File: config.mk
export PLATFORM = sky130hd
export DESIGN_NAME = vga_rect_fill
export DESIGN_NICKNAME = d
export VERILOG_FILES = /design/src/rtl/vga_pkg.sv /design/src/rtl/vga_rect_fill.sv
export SDC_FILE = /design/constraint.sdc
export NUM_CORES = 1
export LEC_CHECK = 0
export CORE_MARGIN = 1
export CORE_UTILIZATION = 59
export CTS_BUF_LIST = sky130_fd_sc_hd__clkbuf_4
export CTS_CLUSTER_SIZE = 24
export DETAILED_ROUTE_END_ITERATION = 8
export PLACE_DENSITY_LB_ADDON = 0.25
export SYNTH_ARGS = -nofsm -noshare
export SYNTH_HDL_FRONTEND = slang
export SYNTH_SLANG_ARGS = --single-unit
File: constraint.sdc
create_clock -name clk_i -period 7.92 [get_ports clk_i]
set_input_delay 1.584 -clock clk_i [delete_from_list [all_inputs] [get_ports clk_i]]
set_output_delay 1.584 -clock clk_i [all_outputs]
set_load 0.1 [all_outputs]
File: src/rtl/vga_pkg.sv
// Shared VGA types and default screen geometry used by the frame-buffer writers.
package vga_pkg;

    typedef enum logic [1:0] {
        WHITE = 2'd0,
        BLACK = 2'd1,
        BLUE  = 2'd2,
        RED   = 2'd3
    } color_t;

    localparam int HD_DEF = 1280;
    localparam int VD_DEF = 1024;

    typedef enum logic {
        ST_IDLE = 1'b0,
        ST_FILL = 1'b1
    } fill_state_t;

endpackage

File: src/rtl/vga_rect_fill.sv
// Command-driven rectangle/clear-screen pixel writer: one registered frame-buffer
// write per clock in raster order over the normalised, clamped region.
module vga_rect_fill
    import vga_pkg::*;
#(
    parameter int HD     = HD_DEF,
    parameter int VD     = VD_DEF,
    parameter int X_BITS = 11,
    parameter int Y_BITS = 11
) (
    input  logic              clk_i,
    input  logic              rst_i,
    input  logic              cmd_valid_i,
    output logic              cmd_ready_o,
    input  logic              cmd_clear_i,
    input  logic [X_BITS-1:0] cmd_x0_i,
    input  logic [Y_BITS-1:0] cmd_y0_i,
    input  logic [X_BITS-1:0] cmd_x1_i,
    input  logic [Y_BITS-1:0] cmd_y1_i,
    input  color_t            cmd_color_i,
    output logic [X_BITS-1:0] addr_x_o,
    output logic [Y_BITS-1:0] addr_y_o,
    output color_t            color_o,
    output logic              we_o,
    output logic              busy_o,
    output logic              done_o
);

    localparam logic [X_BITS-1:0] X_MAX = X_BITS'(HD - 1);
    localparam logic [Y_BITS-1:0] Y_MAX = Y_BITS'(VD - 1);

    function automatic logic [X_BITS-1:0] clamp_x(input logic [X_BITS-1:0] v);
        if (v > X_MAX) begin
            return X_MAX;
        end else begin
            return v;
        end
    endfunction

    function automatic logic [Y_BITS-1:0] clamp_y(input logic [Y_BITS-1:0] v);
        if (v > Y_MAX) begin
            return Y_MAX;
        end else begin
            return v;
        end
    endfunction

    fill_state_t       state_r, state_s;
    logic [X_BITS-1:0] xl_r, xl_s, xh_r, xh_s, x_r, x_s;
    logic [Y_BITS-1:0] yh_r, yh_s, y_r, y_s;
    color_t            color_r, color_s;
    logic              we_r, we_s, busy_r, busy_s, done_r, done_s, ready_r, ready_s;

    logic [X_BITS-1:0] lo_x_s, hi_x_s;
    logic [Y_BITS-1:0] lo_y_s, hi_y_s;

    // Bounds of the command currently on the inputs, normalised then clamped on screen.
    always_comb begin
        if (cmd_clear_i) begin
            lo_x_s = {X_BITS{1'b0}};
            hi_x_s = X_MAX;
            lo_y_s = {Y_BITS{1'b0}};
            hi_y_s = Y_MAX;
        end else begin
            lo_x_s = clamp_x((cmd_x0_i < cmd_x1_i) ? cmd_x0_i : cmd_x1_i);
            hi_x_s = clamp_x((cmd_x0_i < cmd_x1_i) ? cmd_x1_i : cmd_x0_i);
            lo_y_s = clamp_y((cmd_y0_i < cmd_y1_i) ? cmd_y0_i : cmd_y1_i);
            hi_y_s = clamp_y((cmd_y0_i < cmd_y1_i) ? cmd_y1_i : cmd_y0_i);
        end
    end

    // Next-state and next-output logic; every output is the registered copy of these.
    always_comb begin
        state_s = state_r;
        xl_s    = xl_r;
        xh_s    = xh_r;
        yh_s    = yh_r;
        x_s     = x_r;
        y_s     = y_r;
        color_s = color_r;
        we_s    = we_r;
        busy_s  = busy_r;
        done_s  = done_r;
        ready_s = ready_r;
        case (state_r)
            ST_IDLE: begin
                if (cmd_valid_i && ready_r) begin
                    state_s = ST_FILL;
                    xl_s    = lo_x_s;
                    xh_s    = hi_x_s;
                    yh_s    = hi_y_s;
                    x_s     = lo_x_s;
                    y_s     = lo_y_s;
                    color_s = cmd_color_i;
                    we_s    = 1'b1;
                    busy_s  = 1'b1;
                    ready_s = 1'b0;
                    done_s  = (lo_x_s == hi_x_s) && (lo_y_s == hi_y_s);
                end else begin
                    state_s = ST_IDLE;
                end
            end
            ST_FILL: begin
                if (done_r) begin
                    state_s = ST_IDLE;
                    x_s     = {X_BITS{1'b0}};
                    y_s     = {Y_BITS{1'b0}};
                    color_s = WHITE;
                    we_s    = 1'b0;
                    busy_s  = 1'b0;
                    done_s  = 1'b0;
                    ready_s = 1'b1;
                end else begin
                    // Raster step: wrap to the left edge at the right bound.
                    if (x_r == xh_r) begin
                        x_s = xl_r;
                        y_s = y_r + 1'b1;
                    end else begin
                        x_s = x_r + 1'b1;
                        y_s = y_r;
                    end
                    done_s = (x_s == xh_r) && (y_s == yh_r);
                end
            end
            default: begin
                state_s = ST_IDLE;
                x_s     = {X_BITS{1'b0}};
                y_s     = {Y_BITS{1'b0}};
                color_s = WHITE;
                we_s    = 1'b0;
                busy_s  = 1'b0;
                done_s  = 1'b0;
                ready_s = 1'b1;
            end
        endcase
    end

    // State, bound and output registers with synchronous reset.
    always_ff @(posedge clk_i) begin
        if (rst_i) begin
            state_r <= ST_IDLE;
            xl_r    <= {X_BITS{1'b0}};
            xh_r    <= {X_BITS{1'b0}};
            yh_r    <= {Y_BITS{1'b0}};
            x_r     <= {X_BITS{1'b0}};
            y_r     <= {Y_BITS{1'b0}};
            color_r <= WHITE;
            we_r    <= 1'b0;
            busy_r  <= 1'b0;
            done_r  <= 1'b0;
            ready_r <= 1'b1;
        end else begin
            state_r <= state_s;
            xl_r    <= xl_s;
            xh_r    <= xh_s;
            yh_r    <= yh_s;
            x_r     <= x_s;
            y_r     <= y_s;
            color_r <= color_s;
            we_r    <= we_s;
            busy_r  <= busy_s;
            done_r  <= done_s;
            ready_r <= ready_s;
        end
    end

    assign cmd_ready_o = ready_r;
    assign addr_x_o    = x_r;
    assign addr_y_o    = y_r;
    assign color_o     = color_r;
    assign we_o        = we_r;
    assign busy_o      = busy_r;
    assign done_o      = done_r;

endmodule
Yosys cells after proc, flatten, opt, wreduce, memory -nomap -nowiden
Cells that the tools add are included.
Storage, ports and cells
  output and inout port bits: 28
  input bits: 50
  word-level logic and storage cells: 70
  bits in registers: 61
Cells by class
  reduce and logical (&&, ||, !) cells: 5
  add/sub/neg operators: 2
  eq/ne operators: 7
  $lt $le $gt $ge: 6
  bitwise gates (word level): 1
  mux-type cells: 39
Operator list (number)
  2-to-1 mux 11 bit: 22
  == test 11 bit: 5
  one-hot mux 11 bit (2 select lines): 2
  adder 11 x 1 -> 11 bit, second input constant: 2
  greater-than comparator 11 x 10 -> 1 bit, second input constant: 2
  greater-than comparator 11 bit, second input constant: 2
  less-than comparator 11 bit: 2
  2-to-1 mux 1 bit: 8
  one-hot mux 1 bit (2 select lines): 4
  2-to-1 mux 2 bit: 2
  one-hot mux 2 bit (2 select lines): 1
  AND reduction 2 bit: 2
  logical AND 1 bit: 3
  inequality test 2 x 1 -> 1 bit, second input constant: 1
  inequality test 2 bit, second input constant: 1
  inverter 1 bit: 1

Longest topological paths before layout
Gate-level depths: netlist of the first run.
  depth in word-level cells: 9
  gate-level depth with buffers: 13
  depth with buffers taken out: 10

Worst setup path after synthesis of the first run
OpenSTA, ideal clock, no wires.
  kind: input to register
  start point: in cmd_x1_i[10]
  end point: reg done_r, in the netlist done_o
  data arrival time: 3.757 ns
  path slack: 4.036 ns
  data required time: 7.793 ns
  library setup time: 0.127 ns
  stages on the path: 11
  buffers on the path: 2
  cell sequence: clkbuf_1 inv_1 ha_1 a2111oi_0 o221ai_1 a21oi_2 nor2_4 buf_2 or4b_1 o2111ai_1 nand3_1
Between the ends
  word-level cells in the longest chain between the ends: 9
  elaborated cells between the ends (all ways): 13
  classes of those cells: 3 x order compare; 1 x eq/ne; 8 x mux; 1 x reduce/logical
RTL lines
  start: declaration: RTL line vga_rect_fill.sv:18  | input logic [X_BITS-1:0] cmd_x1_i,
  less-than comparator 11 bit: RTL line vga_rect_fill.sv:65, vga_rect_fill.sv:66
  2-to-1 mux 11 bit (on tied branches): RTL line vga_rect_fill.sv:65, vga_rect_fill.sv:66
  greater-than comparator 11 bit: RTL line vga_rect_fill.sv:33  | if (v > X_MAX) begin
  2-to-1 mux 11 bit: RTL line vga_rect_fill.sv:33
  2-to-1 mux 11 bit: RTL line vga_rect_fill.sv:59  | if (cmd_clear_i) begin
  == test 11 bit *: RTL line vga_rect_fill.sv:98  | done_s = (lo_x_s == hi_x_s) && (lo_y_s == hi_y_s);
  logical AND 1 bit *: RTL line vga_rect_fill.sv:98
  2-to-1 mux 1 bit *: RTL line vga_rect_fill.sv:87  | if (cmd_valid_i && ready_r) begin
  one-hot mux 1 bit (2 select lines) *: RTL line vga_rect_fill.sv:85  | case (state_r)
  end signal: assignment: RTL line vga_rect_fill.sv:162  | done_r <= done_s;
  end: declaration: RTL line vga_rect_fill.sv:52  | logic we_r, we_s, busy_r, busy_s, done_r, done_s, ready_r, ready_s;
Every way passes the cells marked *; elsewhere a longest branch is shown, timed or not. The select of a mux whose other input is x is not followed.
A chain may end at the register's enable or synchronous reset.

Final worst setup path of the first run
Ends and elaborated chain as after synthesis.

==> results.py, run 1 <==
metrics = {
    "placed_design": {
        "dpl.hpwl_um": 12200,
        "io_buffers": 77,
        "gp_routability_congestion": 0.937,
    },
    "grt": {
        "grt_max_degree": 64,
        "antenna_found_initial": 0,
        "grt-ovfl-total": 0,
        "grtUsageTotal_pct": 37.0,
        "grt_pass1_vias": 5352,
        "grt_pass1_wl_um": 26200,
    },
    "synth": {
        "netlist.area_leader.share_pct": 23.5,
        "ys.flop_type": "dfxtp_1",
        "synth_nets": 796,
        "synth_area_leaders": "dfxtp_1 (23%), nor2_1 (5.9%), a21oi_1 (5.7%), ha_1 (5.3%), xnor2_1 (5.2%)",
        "synth_area_per_cell_um2": 7.19,
        "yosysTopAreaCell": "dfxtp_1",
        "async_reset_ff_share_pct": 0,
        "synth.yosys.seq_area_share_pct": 23.5,
        "synthCells": 724,
        "synth_seq_cells": 61,
        "netlist_area_um2": 5200,
        "synth_edf_count": 0,
        "synth.distinct_cells": 64,
        "ys_warn_count": 0,
    },
    "clock_tree": {
        "cts_root_buf": "clkbuf_4",
        "postCtsHoldBufs": 0,
        "clkTransAtPathRegs_ns": 0.11,
        "clkSinkCount": 61,
        "cts_buffers": 9,
        "clk_latency_ns": 0.44,
        "cts_tree": "built",
        "cts_resized": 0,
        "cts-htree-levels": 3,
        "clock_path_buffers": 2,
        "post_cts_buffers": 0,
    },
    "critical_path": {
        "cpMostUsedCell": "a2111oi_0",
        "path_class": "input port to register",
        "arrival_ns": 4.91,
        "r2r_start": "addr_x_o[6]",
        "cp_top_family": "compound AO/OA/AOI/OAI gates",
        "worstPathRequired_ns": 8.29,
        "critPathLaunchType": "input port",
        "r2r-end": "done_o",
        "r2r_setup_slack_ns": 4.90,
        "cp_slowest_cell": "clkdlybuf4s50_1",
        "cp_max_fo": 46,
        "critPathCaptureType": "register",
        "worst-path-buf-inv": 2,
        "max_stage_delay_ns": 0.64,
        "reg2regPathDepth": 8,
        "crit_chain": "clkdlybuf4s50_1 -> inv_1 -> ha_1 -> a2111oi_0 -> o221ai_1 -> a21oi_2 -> nor2_4 -> mux2i_1 -> a2111oi_0 -> o2111ai_1 -> nand3_1",
    },
    "flow_run": {
        "drv_cap": 0,
    },
    "route": {
        "wl_um": 16800,
        "firstDrtPassIters": 7,
        "vias": 5984,
        "drt_iter0_markers": 558,
        "drc": 0,
        "viasPerCell": 6.84,
        "postRouteAntennaNets": 0,
        "wl_per_cell_um": 19.2,
    },
    "floorplan": {
        "die_h_um": 95.9,
        "core_area_um2": 8380,
        "initial_utilization_pct": 62.1,
        "die-area_um2": 9200,
        "rows": 33,
        "die_width_um": 95.9,
        "ios": 78,
    },
    "pwr": {
        "p_leak_uw": 0.00221,
        "ir_drop_mv": 0.116,
        "power_density_nw_per_um2": 182,
    },
    "timing": {
        "setup_viol": 0,
        "finClkSkew_ns": 0.0251,
        "fin_crit_ns": 4.55,
        "max_freq_ghz": 0.220,
        "tightest_slew_ns": 1.06,
        "hold_ws_ns": 0.478,
        "drv_slew": 0,
        "hold_viol": 0,
        "min_period_over_period_pct": 57.4,
        "worst_slew_margin_rel_pct": 29.5,
        "rsz0062_at_grt": "no",
        "tns_ns": 0,
    },
    "finish": {
        "final_common_cell": "nor2_1",
        "layout_common_cells": "nor2_1 (82), clkdlybuf4s50_1 (76), dfxtp_1 (61), a21oi_1 (59)",
        "final_layout_size_suffix_gt1_share_pct": 4.94,
        "syn_to_final_growth_pct": 17.4,
        "diodes": 0,
        "nets": 837,
    },
    "status": {
        "outcome": "completed",
    },
    "min_path": {
        "hold_path_end": "xl_r[9]",
        "min_from": "xl_r[9]",
        "hp-class": "register to register",
        "holdPathStages": 2,
    },
}
## worst max path at each step
stage / slack, ns / depth (start not counted) / from / endpoint
global route: 3.24 / 11 / cmd_x1_i[4] / xl_r[3]
CTS: 3.42 / 11 / cmd_x1_i[10] / done_o
detailed placement: 2.99 / 11 / cmd_x1_i[10] / done_o
floorplan: 4.04 / 11 / cmd_x1_i[10] / done_o
global placement: 3.22 / 11 / cmd_x1_i[1] / addr_x_o[7]
finish: 3.37 / 11 / cmd_x1_i[10] / done_o
## routing by layer
metal  up-vias  wire length [um]  global-route usage [%]
met5         -                 0                       0
met4         0               355                    14.2
met3        44              1810                    7.19
met2       406              7480                    58.1
met1      2786              7170                    50.0
li1       2748                 -                       -
## logic make-up after synthesis
logic type,count (synthesis),share of synthesized area (%)
flops,61,23.5
fa+ha+maj,22,5.29
simple gates,275,26.4
xor+xnor,50,8.71
mux,16,3.13
compound gates,212,26.3
buf+inv,88,6.78
## stage by stage
step | total power [uW] | cell area (um^2) | setup slack [ns] | instances | util [%]
finish | 1110 | 6110 | 3.37 | 875 | 72.9
global route | 1150 | 6110 | 3.24 | 875 | 72.9
CTS | 1100 | 6110 | 3.42 | 875 | 72.9
detailed placement | 817 | 5930 | 2.99 | 859 | 70.7
global placement | 807 | 5930 | 3.22 | 859 | 70.7
floorplan | 691 | 5200 | 4.04 | 724 | -
## where the power goes
| part | total (uW) | leakage, uW | switching [uW] | internal (uW) |
|---|---|---|---|---|
| clock network | 288 | 0.0000985 | 123 | 166 |
| registers | 373 | 0.000502 | 41.3 | 332 |
| logic | 451 | 0.00161 | 297 | 155 |
## registers in the layout, indices dropped and copies added, names as in the netlist
| name | cells |
|---|---|
| xl_r | 11 |
| busy_o | 1 |
| cmd_ready_o | 1 |
| done_o | 1 |
| xh_r | 11 |
| state_r | 1 |
| color_o | 2 |
| addr_x_o | 11 |
| yh_r | 11 |
| addr_y_o | 11 |
## area by class of cell
type / instances / area, um^2
clock buffers: 11 / 82.6
flip-flops and latches: 61 / 1220
repair buffers: 84 / 818
well taps: 105 / 131
multi-input cells: 575 / 3630
inverters: 34 / 128
fillers: 676 / 2270
clock inverters: 5 / 98.8
## worst register-to-register path, cell delays in order, from the launching register on
cell and delay (ns):
dfxtp_1 0.57, xor2_1 0.17, nor3_2 0.30, nand3_2 0.59
nor3_1 0.58, xnor2_1 0.11, o31ai_1 0.31, nand4_1 0.20
nand3_1 0.12
## synth_stat cells, types with 6 or more instances
library cell	instances
dfxtp_1	61
mux2i_1	14
a211oi_1	22
nor3b_1	6
nor4_1	14
nand2_1	45
a221oi_1	7
nand2b_1	8
o31ai_1	8
nor2_1	82
clkbuf_1	43
ha_1	22
a2111oi_0	7
inv_1	33
nor2b_1	6
nand3_1	25
buf_2	9
a31oi_1	7
nand4_1	15
a21oi_1	59
nor3_1	43
xnor2_1	31
o22ai_1	15
o21ai_0	45
xor2_1	18
(Power assumes the default switching activity.)
==> inputs of run 2 (changes only) <==
--- a/config.mk
+++ b/config.mk
@@ -6,7 +6,7 @@
 export NUM_CORES = 1
 export LEC_CHECK = 0
 export CORE_MARGIN = 1
-export CORE_UTILIZATION = 59
+export CORE_UTILIZATION = 57
 export CTS_BUF_LIST = sky130_fd_sc_hd__clkbuf_4
 export CTS_CLUSTER_SIZE = 24
 export DETAILED_ROUTE_END_ITERATION = 8
==> constraint.sdc (replaced) <==
create_clock -name clk_i -period 4.4 [get_ports clk_i]
set_input_delay 0.88 -clock clk_i [delete_from_list [all_inputs] [get_ports clk_i]]
set_output_delay 0.88 -clock clk_i [all_outputs]
set_load 0.1 [all_outputs]
==> results.py, run 2 (synthesized netlist as in run 1, its figures left out) <==
metrics = {
    "clock_tree": {
        "cts_tree": "built",
        "cts_root_buf": "clkbuf_4",
        "clkTransAtPathRegs_ns": 0.12,
        "cts-htree-levels": 3,
        "clkSinkCount": 61,
        "clock_path_buffers": 2,
        "clk_latency_ns": 0.42,
        "postCtsHoldBufs": 0,
        "cts_buffers": 9,
        "cts_resized": 0,
        "post_cts_buffers": 0,
    },
    "grt": {
        "antenna_found_initial": 0,
        "grt_pass1_wl_um": 26900,
        "grt-ovfl-total": 0,
        "grt_pass1_vias": 5454,
        "grtUsageTotal_pct": 35.1,
        "grt_max_degree": 38,
    },
    "timing": {
        "min_period_over_period_pct": 86.8,
        "setup_viol": 0,
        "hold_viol": 0,
        "tightest_slew_ns": 0.974,
        "max_freq_ghz": 0.262,
        "drv_slew": 0,
        "worst_slew_margin_rel_pct": 34.8,
        "tns_ns": 0,
        "fin_crit_ns": 3.82,
        "hold_ws_ns": 0.469,
        "rsz0062_at_grt": "no",
        "finClkSkew_ns": 0.0248,
    },
    "route": {
        "viasPerCell": 6.67,
        "firstDrtPassIters": 5,
        "wl_per_cell_um": 18.8,
        "drc": 0,
        "wl_um": 16700,
        "postRouteAntennaNets": 0,
        "vias": 5907,
        "drt_iter0_markers": 581,
    },
    "finish": {
        "final_core_util_pct": 70.2,
        "final_common_cell": "nor2_1",
        "layout_common_cells": "nor2_1 (82), clkdlybuf4s50_1 (76), dfxtp_1 (61), a21oi_1 (59)",
        "final_layout_size_suffix_gt1_share_pct": 6.04,
        "n_fill_cell": 763,
        "nets": 845,
        "final_cells": 886,
        "diodes": 0,
        "syn_to_final_growth_pct": 18.2,
    },
    "min_path": {
        "min_from": "xl_r[9]",
        "hp-class": "register to register",
    },
    "critical_path": {
        "r2r_start": "addr_x_o[6]",
        "path_class": "input port to register",
        "crit_start": "cmd_x1_i[1]",
        "r2r_setup_slack_ns": 1.51,
        "critPathLaunchType": "input port",
        "worstPathRequired_ns": 4.75,
        "cp_max_fo": 37,
        "arrival_ns": 4.17,
        "critPathCaptureType": "register",
    },
    "placed_design": {
        "dp_cells": 870,
        "io_buffers": 77,
        "gp_routability_congestion": 0.925,
        "dpl.hpwl_um": 12300,
    },
    "floorplan": {
        "die-area_um2": 9510,
        "initial_utilization_pct": 59.4,
        "die_width_um": 97.5,
        "die_h_um": 97.5,
        "rows": 34,
        "core_area_um2": 8760,
        "ios": 78,
    },
    "pwr": {
        "ir_drop_mv": 0.140,
        "p_leak_uw": 0.00225,
        "total_power_uw": 1950,
        "power_density_nw_per_um2": 317,
    },
    "status": {
        "outcome": "completed",
    },
    "flow_run": {
        "drv_cap": 0,
    },
}
run 2: cell count changes in the layout (fill, tap and decap cells not counted), sizes merged:
cell	delta
buf	+8
bufinv	-1
clkinv	+1
run 2: metrics by stage:
step           setup slack [ns]  area [um^2]
2_1_floorplan              1.22         5200
3_3_place_gp              0.380         5990
3_5_place_dp              0.351         5990
4_1_cts                   0.771         6150
5_1_grt                   0.434         6150
6_report                  0.580         6150
run 2: final timing paths:
path | end | cells after the start
worst max-delay path | addr_x_o[0] | 11
worst min-delay path | xl_r[9] | 2
worst max register to register | done_o | 8
worst min register to register | xl_r[9] | 2
run 2: layout make-up:
class,instances,area (um^2),area share (%)
Clock buffer,11,82.6,1.34
Timing Repair Buffer,92,878,14.3
Clock inverter,5,75.1,1.22
Tap cell,108,135,2.20
Sequential cell,61,1220,19.9
Inverter,34,128,2.08
Multi-Input combinational cell,575,3630,59.0
run 2: critical path, stage by stage:
cell and delay [ns]:
clkdlybuf4s50_1 0.56, inv_1 0.09, ha_1 0.28, nand2_1 0.04, o21ai_0 0.28, a21oi_2 0.15, nor2_4 0.63, nor3_1 0.13
a2111oi_0 0.80, nor2_1 0.11, a211oi_1 0.22
run 2: power breakdown:
group | switching, uW | internal, uW
Clock | 217 | 241
Combinational | 533 | 285
Sequential | 77.0 | 597
run 2: routing by layer:
layer	share of wire (%)	vias to the layer above	wire, um	GRT usage [%]
met1	43	2732	7160	50.4
met4	3.1	0	521	13.5
met2	44	354	7320	53.6
li1	-	2768	-	-
met5	0	-	0	0
met3	10	53	1670	4.10
==> inputs of run 3 (changes only) <==
--- a/config.mk
+++ b/config.mk
@@ -5,6 +5,7 @@
 export SDC_FILE = /design/constraint.sdc
 export NUM_CORES = 1
 export LEC_CHECK = 0
+export ABC_CLOCK_PERIOD_IN_PS = 4400
 export CORE_MARGIN = 1
 export CORE_UTILIZATION = 57
 export CTS_BUF_LIST = sky130_fd_sc_hd__clkbuf_4
==> results of run 3 <==
Final layout, timing and power as in run 2 (identical DEF).
